### config.mk
export PLATFORM = sky130hd
export DESIGN_NAME = usb_hs_rx_deser
export DESIGN_NICKNAME = d
export VERILOG_FILES = /design/src/rtl/usb_hs_rx_deser.sv
export SDC_FILE = /design/constraint.sdc
export NUM_CORES = 1
export LEC_CHECK = 0
export BUFFER_PORTS_ARGS = -buffer_cell sky130_fd_sc_hd__buf_2
export CAP_MARGIN = 25
export CORE_MARGIN = 5
export CORE_UTILIZATION = 60
export DETAILED_ROUTE_END_ITERATION = 10
export HOLD_SLACK_MARGIN = 0.05
export PLACE_DENSITY = 0.82
export REMOVE_ABC_BUFFERS = 1
export SYNTH_ARGS = -nofsm -noshare
export SYNTH_HDL_FRONTEND = slang
export SYNTH_SLANG_ARGS = --single-unit
### constraint.sdc
create_clock -name clk_datarx -period 2.66 [get_ports clk_datarx]
set_input_delay 0.399 -clock clk_datarx [delete_from_list [all_inputs] [get_ports clk_datarx]]
set_output_delay 0.399 -clock clk_datarx [all_outputs]
set_load 0.03 [all_outputs]
### src/rtl/usb_hs_rx_deser.sv
// rtl/usb_hs_rx_deser.sv - HS RX deserializer: NRZI decode, SYNC hunt, bit unstuffing, byte assembly, EOP/error detect
// Optional babble length limit is compiled in when USB_HS_RX_BABBLE_EN is defined.
module usb_hs_rx_deser #(
    parameter int SYNC_MIN_ZEROS = 12,
    parameter int MAX_BYTES      = 1027
) (
    input  logic       clk_datarx,
    input  logic       rst_n,
    input  logic       rx_enable,
    input  logic       squelch,
    input  logic       hs_bit_phy,
    output logic       rx_active,
    output logic       rx_valid,
    output logic [7:0] rx_data,
    output logic       rx_eop,
    output logic       rx_error
);

    typedef enum logic [1:0] {
        ST_IDLE = 2'd0,
        ST_DATA = 2'd1,
        ST_WAIT = 2'd2
    } state_t;

    localparam logic [4:0] SYNC_MIN_C = 5'(SYNC_MIN_ZEROS);

    if (SYNC_MIN_ZEROS < 4 || SYNC_MIN_ZEROS > 31 || MAX_BYTES < 1 || MAX_BYTES > 2047) begin : g_bad_params
        $error("usb_hs_rx_deser: SYNC_MIN_ZEROS or MAX_BYTES out of range");
    end

    state_t     state_q, state_d;
    logic       prev_line_q;
    logic [4:0] zero_cnt_q, zero_cnt_d;
    logic [2:0] ones_cnt_q, ones_cnt_d;
    logic [2:0] bit_cnt_q, bit_cnt_d;
    logic [7:0] sreg_q, sreg_d;
    logic [7:0] rx_data_q, rx_data_d;
    logic       rx_active_q, rx_active_d;
    logic       rx_valid_q, rx_valid_d;
    logic       rx_eop_q, rx_eop_d;
    logic       rx_error_q, rx_error_d;

`ifdef USB_HS_RX_BABBLE_EN
    localparam logic [10:0] MAX_BYTES_C = 11'(MAX_BYTES);
    logic [10:0] byte_cnt_q, byte_cnt_d;
`endif

    logic       d_bit;
    logic       stuff_slot;
    logic [2:0] ones_inc;
    logic [4:0] zero_inc;
    logic [7:0] byte_next;

    assign d_bit      = (hs_bit_phy == prev_line_q);
    assign stuff_slot = (ones_cnt_q == 3'd6);
    assign ones_inc   = (ones_cnt_q == 3'd7) ? 3'd7 : ones_cnt_q + 3'd1;
    assign zero_inc   = (zero_cnt_q == 5'd31) ? 5'd31 : zero_cnt_q + 5'd1;
    assign byte_next  = {d_bit, sreg_q[7:1]};

    always_comb begin
        state_d     = state_q;
        zero_cnt_d  = '0;
        ones_cnt_d  = d_bit ? ones_inc : 3'd0;
        bit_cnt_d   = bit_cnt_q;
        sreg_d      = sreg_q;
        rx_data_d   = rx_data_q;
        rx_active_d = rx_active_q;
        rx_valid_d  = 1'b0;
        rx_eop_d    = 1'b0;
        rx_error_d  = 1'b0;
`ifdef USB_HS_RX_BABBLE_EN
        byte_cnt_d  = byte_cnt_q;
`endif

        if (!rx_enable) begin
            // Forced idle is silent: the packet just disappears downstream.
            state_d     = ST_IDLE;
            rx_active_d = 1'b0;
        end else begin
            case (state_q)
                ST_IDLE: begin
                    rx_active_d = 1'b0;
                    if (squelch) begin
                        zero_cnt_d = '0;
                    end else if (!d_bit) begin
                        zero_cnt_d = zero_inc;
                    end else if (zero_cnt_q >= SYNC_MIN_C) begin
                        state_d     = ST_DATA;
                        rx_active_d = 1'b1;
                        ones_cnt_d  = 3'd0;
                        bit_cnt_d   = 3'd0;
                        sreg_d      = '0;
`ifdef USB_HS_RX_BABBLE_EN
                        byte_cnt_d  = '0;
`endif
                    end
                end

                ST_DATA: begin
                    if (squelch) begin
                        rx_error_d  = 1'b1;
                        rx_active_d = 1'b0;
                        state_d     = ST_WAIT;
                    end else if (stuff_slot) begin
                        // A 1 where a stuff 0 belongs ends the packet; only a byte-aligned one is a clean EOP.
                        if (d_bit) begin
                            rx_eop_d    = (bit_cnt_q == 3'd7);
                            rx_error_d  = (bit_cnt_q != 3'd7);
                            rx_active_d = 1'b0;
                            state_d     = ST_WAIT;
                        end
                    end else begin
                        sreg_d    = byte_next;
                        bit_cnt_d = bit_cnt_q + 3'd1;
                        if (bit_cnt_q == 3'd7) begin
`ifdef USB_HS_RX_BABBLE_EN
                            if (byte_cnt_q == MAX_BYTES_C) begin
                                rx_error_d  = 1'b1;
                                rx_active_d = 1'b0;
                                state_d     = ST_WAIT;
                            end else begin
                                rx_data_d  = byte_next;
                                rx_valid_d = 1'b1;
                                byte_cnt_d = byte_cnt_q + 11'd1;
                            end
`else
                            rx_data_d  = byte_next;
                            rx_valid_d = 1'b1;
`endif
                        end
                    end
                end

                ST_WAIT: begin
                    // Hold off re-SYNC until the line has gone quiet, so the EOP tail is never mistaken for SYNC.
                    rx_active_d = 1'b0;
                    if (squelch) begin
                        state_d = ST_IDLE;
                    end
                end

                default: begin
                    state_d     = ST_IDLE;
                    rx_active_d = 1'b0;
                end
            endcase
        end
    end

    always_ff @(posedge clk_datarx or negedge rst_n) begin
        if (!rst_n) begin
            state_q     <= ST_IDLE;
            prev_line_q <= 1'b1;
            zero_cnt_q  <= '0;
            ones_cnt_q  <= '0;
            bit_cnt_q   <= '0;
            sreg_q      <= '0;
            rx_data_q   <= '0;
            rx_active_q <= 1'b0;
            rx_valid_q  <= 1'b0;
            rx_eop_q    <= 1'b0;
            rx_error_q  <= 1'b0;
`ifdef USB_HS_RX_BABBLE_EN
            byte_cnt_q  <= '0;
`endif
        end else begin
            state_q     <= state_d;
            prev_line_q <= hs_bit_phy;
            zero_cnt_q  <= zero_cnt_d;
            ones_cnt_q  <= ones_cnt_d;
            bit_cnt_q   <= bit_cnt_d;
            sreg_q      <= sreg_d;
            rx_data_q   <= rx_data_d;
            rx_active_q <= rx_active_d;
            rx_valid_q  <= rx_valid_d;
            rx_eop_q    <= rx_eop_d;
            rx_error_q  <= rx_error_d;
`ifdef USB_HS_RX_BABBLE_EN
            byte_cnt_q  <= byte_cnt_d;
`endif
        end
    end

    assign rx_active = rx_active_q;
    assign rx_valid  = rx_valid_q;
    assign rx_data   = rx_data_q;
    assign rx_eop    = rx_eop_q;
    assign rx_error  = rx_error_q;

endmodule
==> results of run 1 <==
-- worst max-delay path, delay by kind of cell (launching register included) --
family	cells	cell delay (ns)
adders and majority gates	1	0.20
buffers and inverters	2	0.19
DFF	1	0.38
muxes	1	0.33
and+or+nand+nor	2	0.83
-- kinds of logic (layout without fill, tap and decap cells) --
| family | count (synthesis) | in the layout |
|---|---|---|
| AO/OA/AOI/OAI | 36 | 36 |
| flip-flops | 33 | 33 |
| AND/OR/NAND/NOR | 21 | 21 |
| buffers and inverters | 11 | 30 |
| multiplexers | 8 | 8 |
| adder cells (fa/ha/maj) | 6 | 6 |
| XOR/XNOR | 4 | 4 |
-- path summary, 6_finish.rpt --
path,startpoint,to,slack [ns],depth (start not counted)
hold / removal,rst_n,zero_cnt_q[0],0.10,1
setup reg to reg,ones_cnt_q[0],rx_data[0],0.61,6
setup / recovery,ones_cnt_q[0],rx_data[0],0.61,6
hold reg to reg,ones_cnt_q[0],ones_cnt_q[0],0.49,1
max in group asynchronous,rst_n,ones_cnt_q[1],2.11,1
min in group clk_datarx,hs_bit_phy,prev_line_q,0.20,1
-- per-stage QoR --
| stage | setup slack, ns | power, mW | hold slack [ns] | cell area, um2 | util |
|---|---|---|---|---|---|
| after floorplan | 0.816 | 0.552 | 0.103 | 1420 | - |
| after global placement | 0.668 | 0.571 | 0.461 | 1530 | 0.680 |
| after detailed placement | 0.597 | 0.576 | 0.479 | 1530 | 0.680 |
| after CTS | 0.619 | 0.959 | 0.130 | 1620 | 0.718 |
| after global routing | 0.510 | 0.986 | 0.159 | 1620 | 0.718 |
| final | 0.614 | 0.952 | 0.103 | 1620 | 0.718 |
-- sequential cells by signal, summed over array words and instances (netlist names) --
signal	count
bit_cnt_q	3
ones_cnt_q	3
prev_line_q	1
rx_active	1
rx_data	8
rx_eop	1
rx_error	1
rx_valid	1
sreg_q	7
state_q	2
zero_cnt_q	5
-- power groups by stage --
stage	Combinational, mW	Clock, mW	Sequential, mW
after detailed placement	0.0466	0	0.530
after floorplan	0.0248	0	0.527
after global placement	0.0429	0	0.528
final	0.0470	0.385	0.520
after CTS	0.0481	0.391	0.520
after global routing	0.0530	0.411	0.522
-- layer usage --
| layer | vias up | global-route usage | part of all wire |
|---|---|---|---|
| met3 | 9 | 0.0436 | 0.061 |
| met5 | - | 0 | 0 |
| met2 | 32 | 0.285 | 0.48 |
| met4 | 0 | 0.0841 | 0.022 |
| met1 | 496 | 0.200 | 0.44 |
| li1 | 468 | - | - |
-- area by class of cell --
type,count,area [um2]
Clock buffer,7,55.1
Clock inverter,1,30.0
Fill cell,164,636
Inverter,6,22.5
Multi-Input combinational cell,75,569
Sequential cell,33,827
Tap cell,28,35.0
Timing Repair Buffer,16,80.1
-- cells in the final DEF, fill, tap and decap left out, types with 4 or more instances in the layout --
cell type,instances
buf_2,16
nor2_1,4
inv_1,5
or3_1,4
clkbuf_4,5
a21oi_1,10
mux2_2,6
ha_1,6
o21ai_0,11
o2bb2ai_1,9
dfrtp_1,32
==> out/results.tsv, run 1 <==
metric	value	unit
largest net degree at the start of global routing	34	
Req. time, crit path	2.88	ns
CTS Hold Bufs	0	
RSZ-0062 raised after global routing	no	
CP arrival	2.27	ns
worst path cell trace	inv_1 -> ha_1 -> and2_1 -> or3_1 -> inv_2 -> mux2_2	
Die Wd	59.1	um
Syn-to-layout area delta	12.1	%
pwr dens	588	nW/um2
root buffer cell	clkbuf_4	
Worst-path clk slew	0.10	ns
Simple-Gate Fraction of Synth Area	0.0979	
Core ar.	2250	um2
crit path time final	2.05	ns
CTS tree	done	
TNS Setup	0	ns
sequential share of power	0.546	
initial antenna violation count	0	
post-route antenna net violation count	0	
yosys warns	0	
Rows	17	
die height	59.1	um
Remaining Overflow, GRT	0	
largest family of logic cells by synthesized area	compound AO/OA/AOI/OAI gates	
Synth Area per Inst	12.1	um2
layout cells sized above 1	0.239	
DR vias/cell	6.05	
hpwl dp	1790	um
vias	1005	
H-Tree Depth	2	
slew of the pin with the lowest slew margin	0.694	ns
CP max-delay cell	or3_1	
fmax	489	MHz
vias in the first global route	1016	
area leader, netlist	dfrtp_1	
Mapped Cells	119	
Synth Flop Type	dfrtp_1	
combinational power share	0.049	
post-synthesis mux area share	0.0624	
Placer Congestion	0.774	
Final Hold Viols	0	
Non-Filler Instances	166	
placed cell count	158	
Post-Route WL	2510	um
port bufs	16	
final setup violation count	0	
crit path max fanout	14	
largest cells by area after synthesis	dfrtp_1 55%, o2bb2ai_1 5.5%, ha_1 5.2%	
Post-CTS Setup Inserts	0	
# DRC	0	
total CTS buffers	5	
sequential share of the synthesized area	0.573	
Lkg Pwr	0.789	nW
clk buf depth	2	
IO Pins	17	
Worst Setup End Kind	flop	
Clock Sinks	33	
Yosys top cell area share	0.555	
crit path kind	flop to flop	
Post-Synth Adder-Cell Area	0.0520	
Hold/Removal Path Class	input port to asynchronous set/reset pin	
Slew HR	0.537	
first-pass GRT wire length	4400	um
DR WL/cell	15.1	um
VDD IR max	0.000492	V
slowest stage delay, CP	0.54	ns
Initial Util	0.640	
count leader, synth	dfrtp_1	
post-synthesis xor/xnor area fraction	0.0243	
post-synthesis cell type count	34	
Psw	0.202	mW
synthesis-stage register bit count	33	
Final nets	148	
DIE AREA	3490	um2
Initial DRT Pass Iterations	4	
GRT Overall Usage	0.170	
drt initial violations	27	
Clk network pwr share	0.404	
status	completed	
commonest cells in the netlist	32 x dfrtp_1, 11 x o21ai_0, 10 x a21oi_1	
Final Max Slew Viols	0	
mapped cell area	1440	um2
diodes inserted	0	
internal power	0.750	mW
Post-synth EDFFs	0	
Switching Fraction	0.212	
CP startpoint kind	flop	
Compound-Gate Fraction of Synth Area	0.158	
Clock Skew	0.00566	ns
fin crit share	0.769	
Post-synth ARST share	1.00	
Clock Latency Late Sink	0.33	ns
max cap viols	0	
Post-CTS Resized	0	
(Power assumes the default switching activity.)
==> run 2, diff against run 1 <==
Settings changed: ABC_AREA from default to 1, CORE_UTILIZATION 60 to 57, PLACE_DENSITY 0.82 to 0.78.
Clock period 2.66 ns to 1.9 ns, I/O delays scaled along.
==> out/results.tsv, run 2 <==
metric	value	unit	change
Syn-to-layout area delta	8.52	%	
reg2reg end	bit_cnt_q[2]		
Post-CTS Resized	0		unchanged
max reg flops	8		unchanged
IO Pins	17		unchanged
post-route antenna net violation count	0		unchanged
Synth Flop Type	dfrtp_1		
vias in the first global route	1123		+11%
status	completed		
most common cell after layout, fill and taps aside	nand2_1		
CP arrival	1.75	ns	-0.52 ns
hold path depth	1		
Die Wd	63.5	um	+7.5%
synthesis-stage register bit count	33		unchanged
first-pass GRT wire length	4830	um	+9.7%
slew of the pin with the lowest slew margin	0.700	ns	+0.00610 ns
crit path max fanout	11		-3
Worst Setup End Kind	flop		
layout cells sized above 1	0.201		-0.0382
Initial Util	0.591		-0.0492
Core ar.	2760	um2	+22%
drt initial violations	46		+70%
TNS Setup	0	ns	unchanged
largest net degree at the start of global routing	34		unchanged
Final Hold Viols	0		unchanged
final core area utilization	0.642		-0.0765
CP max-delay cell	dfstp_2		
Post-CTS Setup Inserts	0		unchanged
# DRC	0		unchanged
diodes inserted	0		unchanged
fmax	650	MHz	+33%
RSZ-0062 raised after global routing	no		
hpwl dp	2060	um	+15%
worst hold endpoint	prev_line_q		
cell repeated most along the worst path	nand2_1		
VDD IR max	0.000484	V	-1.7%
fin crit share	0.810		+0.0407
internal reg-to-reg setup slack	0.36	ns	-0.25 ns
post-route setup slack	0.361	ns	-0.253 ns
slowest stage delay, CP	0.55	ns	about the same
DR vias/cell	5.10		-16%
Worst R2R Start	prev_line_q		
Post-Route WL	2760	um	+10%
initial antenna violation count	0		unchanged
Synth Area per Inst	8.67	um2	-29%
Placer Congestion	0.806		+4.2%
worst path cell trace	nand2_1 -> nand2_2 -> nand3_1 -> nand2_1 -> nand2_2 -> nand2_1 -> nand2_1		
Yosys top cell area share	0.491		-0.0634
Non-Filler Instances	240		+45%
area leader, netlist	dfrtp_1		
mapped cell area	1630	um2	+13%
Clock Sinks	33		unchanged
CTS tree	done		
fillers	241		+47%
Post-synth ARST share	1.00		unchanged
DR WL/cell	11.5	um	-24%
Initial DRT Pass Iterations	4		unchanged
Rows	19		+2
Worst-path clk slew	0.09	ns	about the same
placed cell count	231		+46%
yosys warns	0		unchanged
GRT Overall Usage	0.152		-0.0170
crit path time final	1.54	ns	-0.507 ns
DIE AREA	4030	um2	+16%
largest cells by area after synthesis	dfrtp_1 49%, nand2_1 12%, nand3_1 5.8%		
pwr dens	646	nW/um2	+9.8%
post-synthesis cell type count	22		-35%
CP startpoint kind	flop		
Remaining Overflow, GRT	0		unchanged
Clock Skew	0.00586	ns	+0.000200 ns
max cap viols	0		unchanged
Mapped Cells	188		+58%
sequential share of the synthesized area	0.507		-0.0655
vias	1225		+22%
commonest cells after routing, fill and taps aside	50 x nand2_1, 32 x dfrtp_1, 25 x nor2_1		
port bufs	16		unchanged
Final Power	1.14	mW	+20%
Hold/Removal Path Class	input port to flop		
Place WS	0.369	ns	-0.228 ns
HP Start	hs_bit_phy		
total CTS buffers	5		unchanged
Final nets	219		+48%
count leader, synth	nand2_1		
clk buf depth	2		unchanged
Post-synth EDFFs	0		unchanged
Final Max Slew Viols	0		unchanged
root buffer cell	clkbuf_4		
Req. time, crit path	2.11	ns	-0.77 ns
H-Tree Depth	2		unchanged
Slew HR	0.533		-0.00407
Lkg Pwr	0.961	nW	+22%
die height	63.5	um	+7.5%
commonest cells in the netlist	50 x nand2_1, 32 x dfrtp_1, 25 x nor2_1		
final setup violation count	0		unchanged
r2r worst-path depth	7		+1
Clock Latency Late Sink	0.32	ns	about the same
crit path kind	flop to flop		
-- run 2: area by class of cell --
cell class	count	area (um2)	share of cell area
Clock buffer	8	48.8	0.0276
Tap cell	31	38.8	0.0219
Multi-Input combinational cell	128	678	0.383
Timing Repair Buffer	17	90.1	0.0509
Inverter	23	86.3	0.0488
Sequential cell	33	827	0.467
-- run 2: cells by family (layout without fill, tap and decap cells) --
kind of cell,count (synthesis),in the layout,share of synthesized area
buf+inv,27,48,0.0767
xor+xnor,1,1,0.00537
fa+ha+maj,6,6,0.0460
simple gates,109,109,0.310
compound gates,12,12,0.0545
flops,33,33,0.507
-- run 2: what timing repair did --
action	in CTS	in global routing
endpoints found under the hold margin	32	0
endpoints found under the setup margin	0	0
hold buffers	1	0
-- run 2: stage by stage --
| step | instance area (um2) | hold slack (ns) |
|---|---|---|
| after CTS | 1770 | 0.0725 |
| after floorplan | 1590 | -0.0106 |
| after global routing | 1770 | 0.0627 |
| final | 1770 | 0.0866 |
| after global placement | 1710 | 0.370 |
| after detailed placement | 1710 | 0.376 |
-- run 2: worst max-delay path, delay by kind of cell, from the launching register on --
kind	cells	cell delay, ns
simple gates	7	0.89
flops	1	0.55
-- run 2: worst max-delay path by stage --
| stage | start | endpoint | depth (start not counted) |
|---|---|---|---|
| 2_1_floorplan | prev_line_q | bit_cnt_q[0] | 7 |
| 3_3_place_gp | prev_line_q | sreg_q[6] | 7 |
| 3_5_place_dp | prev_line_q | bit_cnt_q[2] | 7 |
| 4_1_cts | prev_line_q | bit_cnt_q[2] | 7 |
| 5_1_grt | prev_line_q | sreg_q[6] | 7 |
| 6_report | prev_line_q | bit_cnt_q[2] | 7 |
-- run 2: routing by layer --
| metal | global-route usage | share of wire | vias to the layer above |
|---|---|---|---|
| met5 | 0 | 0 | - |
| met1 | 0.184 | 0.46 | 553 |
| met3 | 0.0426 | 0.050 | 11 |
| met2 | 0.245 | 0.47 | 37 |
| li1 | - | - | 624 |
| met4 | 0.0805 | 0.022 | 0 |
-- run 2: where the power goes --
group	switching (mW)	internal (mW)
logic	0.0460	0.0180
clock network	0.213	0.147
registers	0.00660	0.712
total	0.265	0.877
==> run 3, diff against run 2 <==
Settings changed: ABC_AREA 1 to 0, CORE_UTILIZATION 57 to 50, PLACE_DENSITY 0.78 to 0.73.
Clock period 1.9 ns to 1.3 ns, I/O delays scaled along.
==> out/results.tsv, run 3 (synthesized netlist as in run 1, its figures left out) <==
metric	value	unit	change
largest net degree at the start of global routing	34		unchanged
Final Max Slew Viols	0		unchanged
most common cell after layout, fill and taps aside	dfrtp_1		
Slew HR	0.629		+0.0958
clk buf depth	2		unchanged
Worst path depth	5		-2
DR vias/cell	5.70		+12%
diodes inserted	0		unchanged
VDD IR max	0.00105	V	+120%
worst path cell trace	ha_2 -> and2_4 -> or3_4 -> buf_6 -> mux2_4		
max reg flops	8		unchanged
initial antenna violation count	0		unchanged
port bufs	16		unchanged
Worst Setup End Kind	flop		
RSZ-0062 raised after global routing	yes		
internal reg-to-reg setup slack	-0.39	ns	-0.75 ns
Post-Route WL	3450	um	+25%
post-route setup slack	-0.392	ns	-0.753 ns
fillers	172		-29%
Clk network pwr share	0.382		+0.067
failing checks	setup timing		
fmax	591	MHz	-9.1%
CP bufs+invs	1		+1
Remaining Overflow, GRT	0		unchanged
final core area utilization	0.755		+0.114
Syn-to-layout area delta	44.3	%	
CP arrival	1.91	ns	+0.16 ns
Worst-path clk slew	0.10	ns	about the same
die height	63.7	um	+0.40%
design area	2080	um2	+18%
Worst R2R Start	ones_cnt_q[1]		
first-pass GRT wire length	5280	um	+9.3%
hpwl dp	1970	um	-4.2%
crit path max fanout	6		-5
Final nets	180		-18%
Initial DRT Pass Iterations	5		+1
vias in the first global route	1140		+1.5%
combinational power share	0.109		+0.053
reg2reg end	rx_data[6]		
Placer Congestion	0.742		-7.9%
hold_ws	0.226	ns	+0.140 ns
slowest stage delay, CP	0.40	ns	-0.15 ns
root buffer cell	clkbuf_4		
HP Start	squelch		
hold path depth	3		+2
Initial Util	0.524		-0.0676
post-route antenna net violation count	0		unchanged
slew of the pin with the lowest slew margin	0.556	ns	-0.144 ns
worst setup path end	rx_data[6]		
status	finished with violations		
CP max-delay cell	dfrtp_1		
crit path kind	flop to flop		
Clock Latency Late Sink	0.33	ns	about the same
pwr dens	1000	nW/um2	+55%
Psw	0.469	mW	+77%
CP startpoint kind	flop		
final setup violation count	29		+29
fin crit share	1.30		+0.492
internal power	1.62	mW	+85%
Switching Fraction	0.224		-0.00790
DP Area	1710	um2	unchanged
layout cells sized above 1	0.565		+0.364
Req. time, crit path	1.52	ns	-0.59 ns
r2r worst-path depth	5		-2
drt initial violations	46		unchanged
area taken by multi-input logic gates	754	um2	+11%
H-Tree Depth	2		unchanged
DR WL/cell	17.2	um	+49%
Lkg Pwr	1.01	nW	+4.9%
Rows	19		unchanged
sequential share of power	0.509		-0.120
commonest cells after routing, fill and taps aside	32 x dfrtp_1, 22 x buf_4, 16 x buf_2		
Final Power	2.09	mW	+83%
Clock Sinks	33		unchanged
max cap viols	0		unchanged
CP delay by family, top	simple AND/OR/NAND/NOR gates		
Critical Path Start	ones_cnt_q[1]		
Core ar.	2760	um2	unchanged
Clock Skew	0.00515	ns	-0.000710 ns
total CTS buffers	5		unchanged
DIE AREA	4060	um2	+0.81%
vias	1145		-6.5%
# DRC	0		unchanged
CTS tree	done		
Final Hold Viols	0		unchanged
GRT Overall Usage	0.165		+0.0124
Register Area	827	um2	unchanged
crit path time final	1.69	ns	+0.153 ns
Die Wd	63.7	um	+0.40%
IO Pins	17		unchanged
TNS Setup	-6.82	ns	-6.82 ns
Hold/Removal Path Class	input port to flop		
[run 3: worst min-delay path by stage]
| stage | end | slack (ns) |
|---|---|---|
| finish | state_q[0] | 0.23 |
| global route | state_q[0] | 0.22 |
| CTS | state_q[0] | 0.21 |
| detailed placement | zero_cnt_q[3] | 0.24 |
| global placement | zero_cnt_q[4] | 0.24 |
| floorplan | bit_cnt_q[0] | -0.10 |
[run 3: final cells by class]
type / instances / area share
clock buffer: 7 / 0.0264
clock inverter: 1 / 0.0144
inverter: 6 / 0.0108
multi-input combinational: 75 / 0.362
sequential: 33 / 0.397
tap: 31 / 0.0186
timing repair buffer: 48 / 0.171
[run 3: repair_timing]
action	CTS	global route
endpoints found under the setup margin	30	32
gates cloned	0	1
buffers inserted	3	4
pin swaps	9	11
gates resized for setup	28	19
hold endpoints to repair	33	0
hold buffers	2	0
[run 3: per-layer routing]
| metal | share of wire | GRT usage | up-vias |
|---|---|---|---|
| met3 | 0.048 | 0.0560 | 9 |
| met4 | 0.026 | 0.0649 | 0 |
| met1 | 0.39 | 0.189 | 572 |
| met5 | 0 | 0 | - |
| met2 | 0.54 | 0.283 | 33 |
| li1 | - | - | 531 |
[run 3: power groups by stage]
stage,logic [mW],clock network (mW),registers (mW)
floorplan,0.0508,0,1.08
global placement,0.139,0,1.08
detailed placement,0.146,0,1.08
CTS,0.191,0.802,1.06
global route,0.247,0.865,1.07
finish,0.229,0.797,1.06
[run 3: worst reg2reg max path, cell delays in order (launching register included)]
cell and delay (ns):
dfrtp_1 0.40, ha_2 0.20, and2_4 0.14, or3_4 0.40, buf_6 0.15, mux2_4 0.29
[run 3: through the flow]
stage / cells / setup slack, ns
5_1_grt: 201 / -0.413
2_1_floorplan: 114 / -0.544
6_report: 201 / -0.392
3_5_place_dp: 184 / -0.458
3_3_place_gp: 184 / -0.394
4_1_cts: 196 / -0.370
